File: src/rtl/sb_tx_pkg.sv
// Shared definitions for the sideband transmit framer: FSM states, opcodes,
// header field positions and the parity helper used for CP/DP.
package sb_tx_pkg;

  typedef enum logic [2:0] {
    ST_IDLE    = 3'd0,
    ST_PATTERN = 3'd1,
    ST_HEADER  = 3'd2,
    ST_DATA    = 3'd3,
    ST_GAP     = 3'd4
  } sb_tx_state_e;

  localparam logic [4:0] SB_OPC_MSG_NODATA = 5'b10010;
  localparam logic [4:0] SB_OPC_MSG_DATA64 = 5'b11011;
  localparam logic [7:0] SB_MSGCODE_LTSM   = 8'h85;

  // Header field positions (LSB and width of each field)
  localparam int unsigned SB_HDR_OPC_LSB  = 0;
  localparam int unsigned SB_HDR_OPC_W    = 5;
  localparam int unsigned SB_HDR_CODE_LSB = 14;
  localparam int unsigned SB_HDR_CODE_W   = 8;
  localparam int unsigned SB_HDR_SUB_LSB  = 32;
  localparam int unsigned SB_HDR_SUB_W    = 8;
  localparam int unsigned SB_HDR_INFO_LSB = 40;
  localparam int unsigned SB_HDR_INFO_W   = 16;
  localparam int unsigned SB_HDR_CP_BIT   = 62;
  localparam int unsigned SB_HDR_DP_BIT   = 63;

  // Even parity (XOR reduction) of a 64-bit word
  function automatic logic sb_parity(input logic [63:0] value);
    return ^value;
  endfunction

endpackage

File: src/rtl/sb_tx_header_encoder.sv
// Combinational sideband header packer. Places opcode and message fields,
// then derives DP from the payload and CP over the rest of the header.
module sb_tx_header_encoder
  import sb_tx_pkg::*;
(
  input  logic        i_has_data,
  input  logic [7:0]  i_msg_code,
  input  logic [7:0]  i_msg_subcode,
  input  logic [15:0] i_msg_info,
  input  logic [63:0] i_payload,
  output logic [63:0] o_header
);

  logic [63:0] body;
  logic        dp;
  logic        cp;

  // Pack the field bits; reserved bits and both parity bits stay zero here
  always_comb begin
    body = '0;
    body[SB_HDR_OPC_LSB  +: SB_HDR_OPC_W]  = i_has_data ? SB_OPC_MSG_DATA64 : SB_OPC_MSG_NODATA;
    body[SB_HDR_CODE_LSB +: SB_HDR_CODE_W] = i_msg_code;
    body[SB_HDR_SUB_LSB  +: SB_HDR_SUB_W]  = i_msg_subcode;
    body[SB_HDR_INFO_LSB +: SB_HDR_INFO_W] = i_msg_info;
  end

  // DP covers the payload only; CP covers [61:0] plus DP
  assign dp = i_has_data ? sb_parity(i_payload) : 1'b0;
  assign cp = sb_parity(body) ^ dp;

  // Insert the parity bits into the final header
  always_comb begin
    o_header                = body;
    o_header[SB_HDR_CP_BIT] = cp;
    o_header[SB_HDR_DP_BIT] = dp;
  end

endmodule

File: src/rtl/sb_tx_packet_framer.sv
// Sideband TX framer: arbitrates pattern/RDI/LTSM requests, captures the
// encoded header and payload, hands words to the serializer one at a time
// and inserts an idle gap after every packet or pattern burst.
module sb_tx_packet_framer
  import sb_tx_pkg::*;
#(
  parameter int          PATTERN_ITER = 4,
  parameter int          GAP_CYCLES   = 2,
  parameter logic [63:0] PATTERN_WORD = 64'hAAAA_AAAA_AAAA_AAAA
) (
  input  logic        i_clk,
  input  logic        i_rst_n,
  input  logic [2:0]  i_state,
  input  logic        i_pattern_req,
  input  logic        i_msg_valid,
  input  logic [3:0]  i_msg_no,
  input  logic [2:0]  i_msg_info,
  input  logic        i_msg_has_data,
  input  logic [15:0] i_data,
  input  logic        i_rdi_valid,
  input  logic [1:0]  i_rdi_msg_code,
  input  logic [3:0]  i_rdi_msg_sub_code,
  input  logic [1:0]  i_rdi_msg_info,
  input  logic        i_ser_done,
  output logic [63:0] o_ser_data,
  output logic        o_ser_valid,
  output logic        o_busy,
  output logic        o_msg_sent,
  output logic        o_rdi_sent,
  output logic        o_pattern_done
);

  localparam int PAT_W = $clog2(PATTERN_ITER + 1);
  localparam int GAP_W = $clog2(GAP_CYCLES + 1);
  localparam logic [PAT_W-1:0] PAT_LAST = PAT_W'(PATTERN_ITER - 1);
  localparam logic [GAP_W-1:0] GAP_LAST = GAP_W'(GAP_CYCLES - 1);

  sb_tx_state_e     state_q, state_d;
  logic [PAT_W-1:0] pat_cnt_q, pat_cnt_d;
  logic [GAP_W-1:0] gap_cnt_q, gap_cnt_d;
  logic [15:0]      data_q, data_d;
  logic             has_data_q, has_data_d;
  logic             is_rdi_q, is_rdi_d;
  logic [63:0]      ser_data_q, ser_data_d;
  logic             ser_valid_q, ser_valid_d;
  logic             msg_sent_q, msg_sent_d;
  logic             rdi_sent_q, rdi_sent_d;
  logic             pattern_done_q, pattern_done_d;

  logic             enc_has_data;
  logic [7:0]       enc_code;
  logic [7:0]       enc_subcode;
  logic [15:0]      enc_info;
  logic [63:0]      enc_header;
  logic             done_ok;

  // Select RDI or LTSM fields for the encoder; RDI wins when both request
  always_comb begin
    if (i_rdi_valid) begin
      enc_has_data = 1'b0;
      enc_code     = {6'b0, i_rdi_msg_code};
      enc_subcode  = {4'b0, i_rdi_msg_sub_code};
      enc_info     = {14'b0, i_rdi_msg_info};
    end else begin
      enc_has_data = i_msg_has_data;
      enc_code     = SB_MSGCODE_LTSM;
      enc_subcode  = {1'b0, i_state, i_msg_no};
      enc_info     = {13'b0, i_msg_info};
    end
  end

  sb_tx_header_encoder u_header_encoder (
    .i_has_data    (enc_has_data),
    .i_msg_code    (enc_code),
    .i_msg_subcode (enc_subcode),
    .i_msg_info    (enc_info),
    .i_payload     ({48'b0, i_data}),
    .o_header      (enc_header)
  );

  // A done pulse only counts while a word is actually being offered
  assign done_ok = i_ser_done & ser_valid_q;

  // Next-state, capture and registered-output logic
  always_comb begin
    state_d        = state_q;
    pat_cnt_d      = pat_cnt_q;
    gap_cnt_d      = gap_cnt_q;
    data_d         = data_q;
    has_data_d     = has_data_q;
    is_rdi_d       = is_rdi_q;
    ser_data_d     = ser_data_q;
    ser_valid_d    = ser_valid_q;
    msg_sent_d     = 1'b0;
    rdi_sent_d     = 1'b0;
    pattern_done_d = 1'b0;

    case (state_q)
      ST_IDLE: begin
        if (i_pattern_req) begin
          state_d     = ST_PATTERN;
          pat_cnt_d   = '0;
          ser_data_d  = PATTERN_WORD;
          ser_valid_d = 1'b1;
        end else if (i_rdi_valid || i_msg_valid) begin
          state_d     = ST_HEADER;
          ser_data_d  = enc_header;
          ser_valid_d = 1'b1;
          data_d      = i_rdi_valid ? 16'h0000 : i_data;
          has_data_d  = enc_has_data;
          is_rdi_d    = i_rdi_valid;
        end
      end

      ST_PATTERN: begin
        if (done_ok) begin
          if (pat_cnt_q == PAT_LAST) begin
            state_d        = ST_GAP;
            gap_cnt_d      = '0;
            ser_data_d     = '0;
            ser_valid_d    = 1'b0;
            pattern_done_d = 1'b1;
          end else begin
            pat_cnt_d = pat_cnt_q + 1'b1;
          end
        end
      end

      ST_HEADER: begin
        if (done_ok) begin
          if (has_data_q) begin
            state_d    = ST_DATA;
            ser_data_d = {48'b0, data_q};
          end else begin
            state_d     = ST_GAP;
            gap_cnt_d   = '0;
            ser_data_d  = '0;
            ser_valid_d = 1'b0;
            msg_sent_d  = 1'b1;
            rdi_sent_d  = is_rdi_q;
          end
        end
      end

      ST_DATA: begin
        if (done_ok) begin
          state_d     = ST_GAP;
          gap_cnt_d   = '0;
          ser_data_d  = '0;
          ser_valid_d = 1'b0;
          msg_sent_d  = 1'b1;
          rdi_sent_d  = is_rdi_q;
        end
      end

      ST_GAP: begin
        if (gap_cnt_q == GAP_LAST) begin
          state_d = ST_IDLE;
        end else begin
          gap_cnt_d = gap_cnt_q + 1'b1;
        end
      end

      default: begin
        state_d     = ST_IDLE;
        ser_valid_d = 1'b0;
      end
    endcase
  end

  // State and output registers; reset aborts any packet in flight
  always_ff @(posedge i_clk or negedge i_rst_n) begin
    if (!i_rst_n) begin
      state_q        <= ST_IDLE;
      pat_cnt_q      <= '0;
      gap_cnt_q      <= '0;
      data_q         <= '0;
      has_data_q     <= 1'b0;
      is_rdi_q       <= 1'b0;
      ser_data_q     <= '0;
      ser_valid_q    <= 1'b0;
      msg_sent_q     <= 1'b0;
      rdi_sent_q     <= 1'b0;
      pattern_done_q <= 1'b0;
    end else begin
      state_q        <= state_d;
      pat_cnt_q      <= pat_cnt_d;
      gap_cnt_q      <= gap_cnt_d;
      data_q         <= data_d;
      has_data_q     <= has_data_d;
      is_rdi_q       <= is_rdi_d;
      ser_data_q     <= ser_data_d;
      ser_valid_q    <= ser_valid_d;
      msg_sent_q     <= msg_sent_d;
      rdi_sent_q     <= rdi_sent_d;
      pattern_done_q <= pattern_done_d;
    end
  end

  assign o_ser_data     = ser_data_q;
  assign o_ser_valid    = ser_valid_q;
  assign o_busy         = (state_q != ST_IDLE);
  assign o_msg_sent     = msg_sent_q;
  assign o_rdi_sent     = rdi_sent_q;
  assign o_pattern_done = pattern_done_q;

endmodule

File: config.mk
export PLATFORM = sky130hd
export DESIGN_NAME = sb_tx_packet_framer
export DESIGN_NICKNAME = d
export VERILOG_FILES = /design/src/rtl/sb_tx_pkg.sv /design/src/rtl/sb_tx_header_encoder.sv /design/src/rtl/sb_tx_packet_framer.sv
export SDC_FILE = /design/constraint.sdc
export NUM_CORES = 1
export LEC_CHECK = 0
export CAP_MARGIN = 20
export CORE_MARGIN = 1
export CORE_UTILIZATION = 42
export CTS_CLUSTER_DIAMETER = 80
export DETAILED_ROUTE_END_ITERATION = 16
export MAX_ROUTING_LAYER = met4
export PLACE_DENSITY = 0.77
export SLEW_MARGIN = 20
export SYNTH_ARGS = -nofsm -noshare
export SYNTH_HDL_FRONTEND = slang
export SYNTH_SLANG_ARGS = --single-unit
File: constraint.sdc
create_clock -name i_clk -period 1.9 [get_ports i_clk]
set_clock_uncertainty 0.15 [all_clocks]
set_input_delay 0.19 -clock i_clk [delete_from_list [all_inputs] [get_ports i_clk]]
set_output_delay 0.19 -clock i_clk [all_outputs]
set_load 0.01 [all_outputs]
==> results.toml, run 1 <==
[run_status]
status = "finished with violations"
violations = "setup timing"

[worst_setup_path]
crit_family = "simple AND/OR/NAND/NOR gates"
end_kind = "flop"
r2r_setup_slack_ns = -0.06
crit_slowest_cell = "or3_4"
crit_buf_inv = 1
cp_common_cell = "nor2_1"
cp_max_fo = 18
cp_data_arrival_time_ns = 2.03
cp.required_ns = 1.97
startpoint_type = "flop"
crit_chain = "ha_1 -> ha_2 -> nor2_1 -> nor2_1 -> nor2_1 -> or3_4 -> buf_16 -> nand2_1 -> o31ai_4"
timing_worst_setup_path_type = "reg2reg"
cpPeakStageDelay_ns = 0.39

[placed_design]
portBuffers = 93
place_area_um2 = 4375
hpwl_mm = 5.688
preCtsSetupSlack_ns = -0.2785
dp.cells = 549
gp_congestion = 0.8960

[layout]
num_antenna_cells = 0
final_area_um2 = 4678
nets = 508
areaGrowthSynthToFinish_pct = 40.83
final_cells = 570
num-fill-cells = 647
drive_above_1_share = 0.1731

[power]
switching_share = 0.3711
seqPwrFrac = 0.323
p_per_area_nw_per_um2 = 1403
switching_power_w = 0.002435
p_int_w = 0.004127
combPwrFrac = 0.516
ir_drop_mv = 0.6697
clkPwrFrac = 0.161
p_leak_nw = 2.121

[synthesis]
synth_area_leaders = "dfrtp_1 46%, nand2_1 8.7%, buf_4 8.4%"
yosys.area.top_type = "dfrtp_1"
ys_seq_area_frac = 0.4595
synth_top_cell_area_share = 0.4595
synthesis.area_um2 = 3322
yosysWarnings = 0
synth_flop_cell = "dfrtp_1"
async_flop_share = 1.000
ys_types = 46
ys_ff_latch = 61
synth_edf_count = 0
syn_inst = 356
syn_avg_cell_area_um2 = 9.331

[global_route]
grt.overflow.total = 0
grt_max_degree = 27
grt.total_usage = 0.2099
grt_pass1_vias = 2632
grt_pass1_wl_mm = 13.18
antenna_found_initial = 0

[clock_network]
htreeDepth = 3
cts.sinks = 61
clock_latency_ns = 0.34
clk_pin_slew_ns = 0.06
cts_root_buf = "clkbuf_8"
cts_tree = "done"
cts_buffers = 9
cts_buffer_depth = 2

[sta]
rsz0062_at_grt = "yes"
hold_viol_final = 0
worst_slack_ns = -0.05729
hold_ws_ns = 0.2016
slew_viol_final = 0
period_share = 1.030
final-setup-viol-count = 14
fmax_ghz = 0.5109
min_period_ns = 1.957

[routing]
drtAntennaViolNets = 0
vias = 2819
avgRoutedWirePerCell_um = 14.41
dr.first_iter.drc_count = 158
routed_via_density = 4.946
drc = 0
drt_first_pass_iters = 5
wirelength_mm = 8.212

[floorplan]
core_area_um2 = 7687
rows = 32
ios = 110
fp.dieArea_um2 = 8269
die-width_um = 90.94
die_h_um = 90.94
start_util = 0.4321

[run]
cap_violations = 0

[min_path]
hold_class = "in2async"
power groups by stage:
stage	clock network (W)	registers, W	logic, W
floorplan	0	0.00216	0.00174
global placement	0	0.00212	0.00301
detailed placement	0	0.00213	0.00308
CTS	0.00107	0.00212	0.00325
global route	0.00112	0.00218	0.00367
finish	0.00105	0.00212	0.00339
path summary, 6_finish.rpt:
path | startpoint | end | cells past startpoint
worst max register to register | pat_cnt_q[1] | o_ser_data[63] | 9
max in group asynchronous | i_rst_n | state_q[0] | 3
worst min register to register | data_q[5] | data_q[5] | 2
worst min-delay path | i_rst_n | o_ser_data[8] | 2
worst max-delay path | pat_cnt_q[1] | o_ser_data[63] | 9
min in group i_clk | data_q[5] | data_q[5] | 2
registers in the layout, summed over array words and instances, names as in the netlist:
signal and flops:
data_q 16, gap_cnt_q 2, has_data_q 1, is_rdi_q 1, o_msg_sent 1, o_pattern_done 1, o_rdi_sent 1, o_ser_data 31
o_ser_valid 1, pat_cnt_q 3, state_q 3
cell type report:
class | count | area [um2] | share of cell area
tap | 102 | 127.6 | 0.02728
clock buffer | 14 | 172.7 | 0.03691
inverter | 7 | 26.28 | 0.005616
sequential | 61 | 1530 | 0.3271
clock inverter | 1 | 5.005 | 0.001070
multi-input combinational | 248 | 1498 | 0.3201
timing repair buffer | 137 | 1319 | 0.2819
logic make-up after synthesis:
logic type	synth area share
simple gates	0.1834
compound gates	0.1179
buf+inv	0.1239
flops	0.4595
xor+xnor	0.07796
mux	0.02486
fa+ha+maj	0.01130
other cells	0.001129
metrics by stage:
stage               utilization  TNS (ns)  power, W
floorplan                     -         0  0.003904
global placement         0.5692    -3.552  0.005129
detailed placement       0.5692    -4.116  0.005207
CTS                      0.6001   -0.5122  0.006435
global route             0.6086    -3.470  0.006967
finish                   0.6086   -0.4723  0.006562
per-layer routing:
metal,track usage,wire length (um)
met1,0.2640,3429
met2,0.3378,4170
met3,0.03099,473
met4,0.09259,138
met5,-,0
repair_timing:
action	4_1_cts	5_1_grt
cloned	1	0
setup buffers	0	4
hold endpoints to repair	18	0
hold buffers	1	0
gates resized for setup	11	8
setup endpoints to repair	52	34
worst register-to-register path: cells and delay by family (launching register included):
kind,cells,cell delay [ns]
and+or+nand+nor,5,0.73
DFF,1,0.35
adders and majority gates,2,0.34
buffers and inverters,1,0.18
AOI/OAI and AO/OA,1,0.09
synthesized netlist by cell type, types with 2 or more instances:
| library cell | number |
|---|---|
| o221ai_1 | 2 |
| clkbuf_1 | 7 |
| nand3_1 | 2 |
| nand4_1 | 16 |
| buf_4 | 37 |
| dfrtp_1 | 61 |
| buf_6 | 3 |
| buf_2 | 6 |
| a21oi_1 | 14 |
| o21ai_0 | 24 |
| a211oi_1 | 3 |
| inv_1 | 6 |
| mux2_2 | 2 |
| nor2b_1 | 4 |
| nor3_1 | 4 |
| nor2_1 | 16 |
| xnor2_1 | 22 |
| nand2_1 | 77 |
| o31ai_1 | 6 |
| a22o_1 | 5 |
| a21o_1 | 3 |
| mux2i_1 | 6 |
| ha_1 | 3 |
| xor2_1 | 5 |
layout by cell type, fill, tap and decap left out, types with 5 or more instances in the layout:
cell type and count:
nand2_1 77, nor2_1 15, inv_1 6, clkbuf_8 12, a22o_1 5, conb_1 16, mux2i_1 6, nand4_1 16
dfrtp_1 58, xnor2_1 22, xor2_1 5, o21ai_0 21, clkdlybuf4s50_1 91, a21oi_1 14, buf_4 38
Power figures use the tool's default switching activity.
==> run 2, diff against run 1 <==
--- a/constraint.sdc
+++ b/constraint.sdc
@@ -3,3 +3,3 @@
 set_input_delay 0.19 -clock i_clk [delete_from_list [all_inputs] [get_ports i_clk]]
 set_output_delay 0.19 -clock i_clk [all_outputs]
-set_load 0.01 [all_outputs]
+set_load 0.1 [all_outputs]
==> results.toml, run 2 (synthesized netlist as in run 1, its figures left out) <==
[sta]
period_share = 1.015
hold_viol_final = 0
fmax_ghz = 0.5184
worst_slack_ns = -0.02898
maxSlewHeadroom = 0.5890
min_period_ns = 1.929
rsz0062_at_grt = "yes"
worstMarginPinSlew_ns = 0.6166
final-setup-viol-count = 5
slew_viol_final = 0

[floorplan]
die_h_um = 90.94
start_util = 0.4321
core_area_um2 = 7687
rows = 32
ios = 110
die-width_um = 90.94
fp.dieArea_um2 = 8269

[worst_setup_path]
reg2reg_from = "pat_cnt_q[1]"
cp.required_ns = 1.99
end_kind = "flop"
timing_worst_setup_path_type = "reg2reg"
crit_slowest_cell = "or3_4"
cp_max_fo = 24
crit_chain = "ha_2 -> ha_4 -> nor2_2 -> nor2_1 -> nor2_1 -> or3_4 -> buf_8 -> o31ai_2"
crit_buf_inv = 1
startpoint_type = "flop"
r2r_cells = 8
cp_data_arrival_time_ns = 2.02
crit_family = "simple AND/OR/NAND/NOR gates"
r2r_setup_slack_ns = -0.03
worst_r2r_endpoint = "o_ser_data[63]"
cp_common_cell = "nor2_1"
cpPeakStageDelay_ns = 0.37

[global_route]
grt_pass1_wl_mm = 13.79
grt.total_usage = 0.2193
grt_pass1_vias = 2820
grt.overflow.total = 0
grt_max_degree = 30
antenna_found_initial = 0

[layout]
final_common_cell = "nand2_1"
largest_register_ff_count = 31
nets = 510
num_antenna_cells = 0
areaGrowthSynthToFinish_pct = 45.84
drive_above_1_share = 0.3015
mostFrequentLayoutCells = "75 x nand2_1, 73 x buf_4, 58 x dfrtp_1"
post-route-util = 0.6302

[clock_network]
clk_pin_slew_ns = 0.07
cts.sinks = 61
cts_buffers = 9
htreeDepth = 3
cts_buffer_depth = 2
clock_latency_ns = 0.34
cts_root_buf = "clkbuf_8"
cts_tree = "done"

[routing]
dr.first_iter.drc_count = 198
routed_via_density = 4.951
drtAntennaViolNets = 0
drt_first_pass_iters = 4
wirelength_mm = 8.657
vias = 2837
drc = 0
avgRoutedWirePerCell_um = 15.11

[placed_design]
hpwl_mm = 6.146
gp_congestion = 0.8318
portBuffers = 93

[run]
cap_violations = 0

[run_status]
violations = "setup timing"
status = "finished with violations"

[min_path]
hold_class = "in2async"
[run 2: changes by cell type in the layout (fill, tap and decap cells not counted), sizes merged]
cell and delta:
clkdlybuf4s50 -52, bufinv +1, clkinvlp +3, buf +55, clkbuf -4, clkinv +1, dlygate4sd2 -1
[run 2: worst max path at each step]
stage / from / end / slack (ns) / cells past startpoint
floorplan: o_ser_valid / o_ser_data[14] / -0.01 / 8
global placement: i_msg_info[2] / o_ser_data[62] / -0.18 / 7
detailed placement: i_msg_info[2] / o_ser_data[62] / -0.22 / 7
CTS: state_q[1] / gap_cnt_q[0] / 0.0003 / 7
global route: pat_cnt_q[1] / o_ser_data[63] / -0.08 / 8
finish: pat_cnt_q[1] / o_ser_data[63] / -0.03 / 8
[run 2: final cells by class]
cell class / count / area (um2)
tap: 102 / 127.6
clock inverter: 6 / 62.56
sequential: 61 / 1533
timing repair buffer: 139 / 1449
clock buffer: 10 / 137.6
inverter: 7 / 31.28
multi-input combinational: 248 / 1504
fill: 623 / 2843
[run 2: worst reg2reg max path, delay by kind of cell (launching register included)]
kind | cells | cell delay (ns)
adder cells (fa/ha/maj) | 2 | 0.34
AND/OR/NAND/NOR | 4 | 0.58
flip-flops | 1 | 0.36
buffers and inverters | 1 | 0.18
AO/OA/AOI/OAI | 1 | 0.24
[run 2: timing repair]
action / CTS / global route
endpoints found under the setup margin: 22 / 34
gates resized for setup: 7 / 10
pin swaps: 1 / 4
buffers inserted: 2 / 1
hold buffers: 1 / 0
hold endpoints to repair: 23 / 0
[run 2: layer usage]
metal | wire (um) | global-route usage
met1 | 3513 | 0.2613
met3 | 401 | 0.03183
met4 | 170 | 0.09259
met2 | 4571 | 0.3725
met5 | 0 | -
[run 2: stage by stage]
step | TNS, ns | instance area (um2) | hold WS (ns) | instances | setup slack, ns
global route | -1.022 | 4845 | 0.3027 | 573 | -0.07833
finish | -0.04288 | 4845 | 0.2475 | 573 | -0.02898
floorplan | -0.03483 | 3423 | -0.2556 | 371 | -0.01424
detailed placement | -1.759 | 4558 | 0.08392 | 553 | -0.2207
global placement | -1.403 | 4558 | 0.07633 | 553 | -0.1828
CTS | 0 | 4812 | 0.2674 | 572 | 0.0002887
Power of run 2 is not shown: default switching activity piles up to over one toggle a cycle in this logic, so the estimate is an artifact.
==> run 3, diff against run 2 <==
Settings changed: SKIP_CTS_REPAIR_TIMING from default to 1.
==> results.toml, run 3 (synthesized netlist as in run 1, its figures left out) <==
[sta]
min_period_ns = 1.900
fmax_ghz = 0.5263
maxSlewHeadroom = 0.5958
final-setup-viol-count = 0
period_share = 1.000
hold_ws_ns = 0.2440
slew_viol_final = 0
worstMarginPinSlew_ns = 0.6063
worst_slack_ns = 0.00007860
rsz0062_at_grt = "yes"
hold_viol_final = 0

[clock_network]
htreeDepth = 3
cts_root_buf = "clkbuf_8"
cts_buffer_depth = 2
cts.sinks = 61
clk_pin_slew_ns = 0.07
cts_tree = "done"
cts_buffers = 9
clock_latency_ns = 0.34

[floorplan]
ios = 110
start_util = 0.4321
die-width_um = 90.94
die_h_um = 90.94
rows = 32
core_area_um2 = 7687
fp.dieArea_um2 = 8269

[placed_design]
gp_congestion = 0.8318
portBuffers = 93
hpwl_mm = 6.146
preCtsSetupSlack_ns = -0.2207
dp.cells = 553

[layout]
nets = 512
post-route-util = 0.6341
drive_above_1_share = 0.3066
num-fill-cells = 613
final_cells = 575
final_common_cell = "nand2_1"
mostFrequentLayoutCells = "75 x nand2_1, 74 x buf_4, 59 x dfrtp_1"
largest_register_ff_count = 31
areaGrowthSynthToFinish_pct = 46.74
num_antenna_cells = 0

[routing]
wirelength_mm = 8.627
drc = 0
vias = 2864
dr.first_iter.drc_count = 184
drtAntennaViolNets = 0
routed_via_density = 4.981
avgRoutedWirePerCell_um = 15.00
drt_first_pass_iters = 4

[run]
cap_violations = 0

[global_route]
grt_pass1_wl_mm = 13.47
antenna_found_initial = 0
grt.total_usage = 0.2145
grt_max_degree = 30
grt.overflow.total = 0
grt_pass1_vias = 2759

[worst_setup_path]
cp.required_ns = 1.98
r2r_setup_slack_ns = 0.00008
cp_data_arrival_time_ns = 1.98
worst_r2r_endpoint = "o_ser_data[38]"
timing_worst_setup_path_type = "reg2reg"
end_kind = "flop"
reg2reg_from = "pat_cnt_q[1]"
r2r_cells = 8
startpoint_type = "flop"
cp_max_fo = 29

[min_path]
hold_class = "in2async"

[run_status]
status = "finished, final reports clean"
## run 3: cell count changes in the layout (fill, tap and decap cells not counted), sizes merged
cell,before,now
buf,99,101
## run 3: routing by layer
metal	part of all wire	global-route usage	up-vias
met2	0.53	0.3662	102
li1	-	-	1378
met4	0.022	0.08201	0
met5	0	-	-
met3	0.048	0.02931	18
met1	0.40	0.2586	1366
## run 3: worst max-delay path by stage
stage                        from  cells after the start  slack, ns             end
global placement    i_msg_info[2]                      7      -0.18  o_ser_data[62]
CTS                    state_q[1]                      7      -0.08    gap_cnt_q[0]
finish               pat_cnt_q[1]                      8    0.00008  o_ser_data[38]
floorplan             o_ser_valid                      8      -0.01  o_ser_data[14]
detailed placement  i_msg_info[2]                      7      -0.22  o_ser_data[62]
global route         pat_cnt_q[1]                      8      -0.08  o_ser_data[63]
## run 3: cell type report
| type | count | area (um2) | share of cell area |
|---|---|---|---|
| sequential | 61 | 1531 | 0.3142 |
| clock buffer | 10 | 137.6 | 0.02823 |
| multi-input combinational | 248 | 1516 | 0.3111 |
| inverter | 7 | 31.28 | 0.006417 |
| tap | 102 | 127.6 | 0.02618 |
| clock inverter | 6 | 62.56 | 0.01283 |
| timing repair buffer | 141 | 1468 | 0.3011 |
## run 3: stage by stage
| stage | TNS, ns | cell area, um2 |
|---|---|---|
| floorplan | -0.03483 | 3423 |
| global placement | -1.403 | 4558 |
| detailed placement | -1.759 | 4558 |
| CTS | -0.7917 | 4758 |
| global route | -1.019 | 4875 |
| finish | 0 | 4875 |
## run 3: worst max-delay path, cell delays in order, from the launching register on
cell and delay (ns):
dfrtp_1 0.36, ha_2 0.20, ha_4 0.14, nor2_2 0.03
nor2_1 0.11, nor2_1 0.07, or3_4 0.37, buf_12 0.18
a22o_1 0.19
Power of run 3 is left out for the same reason.
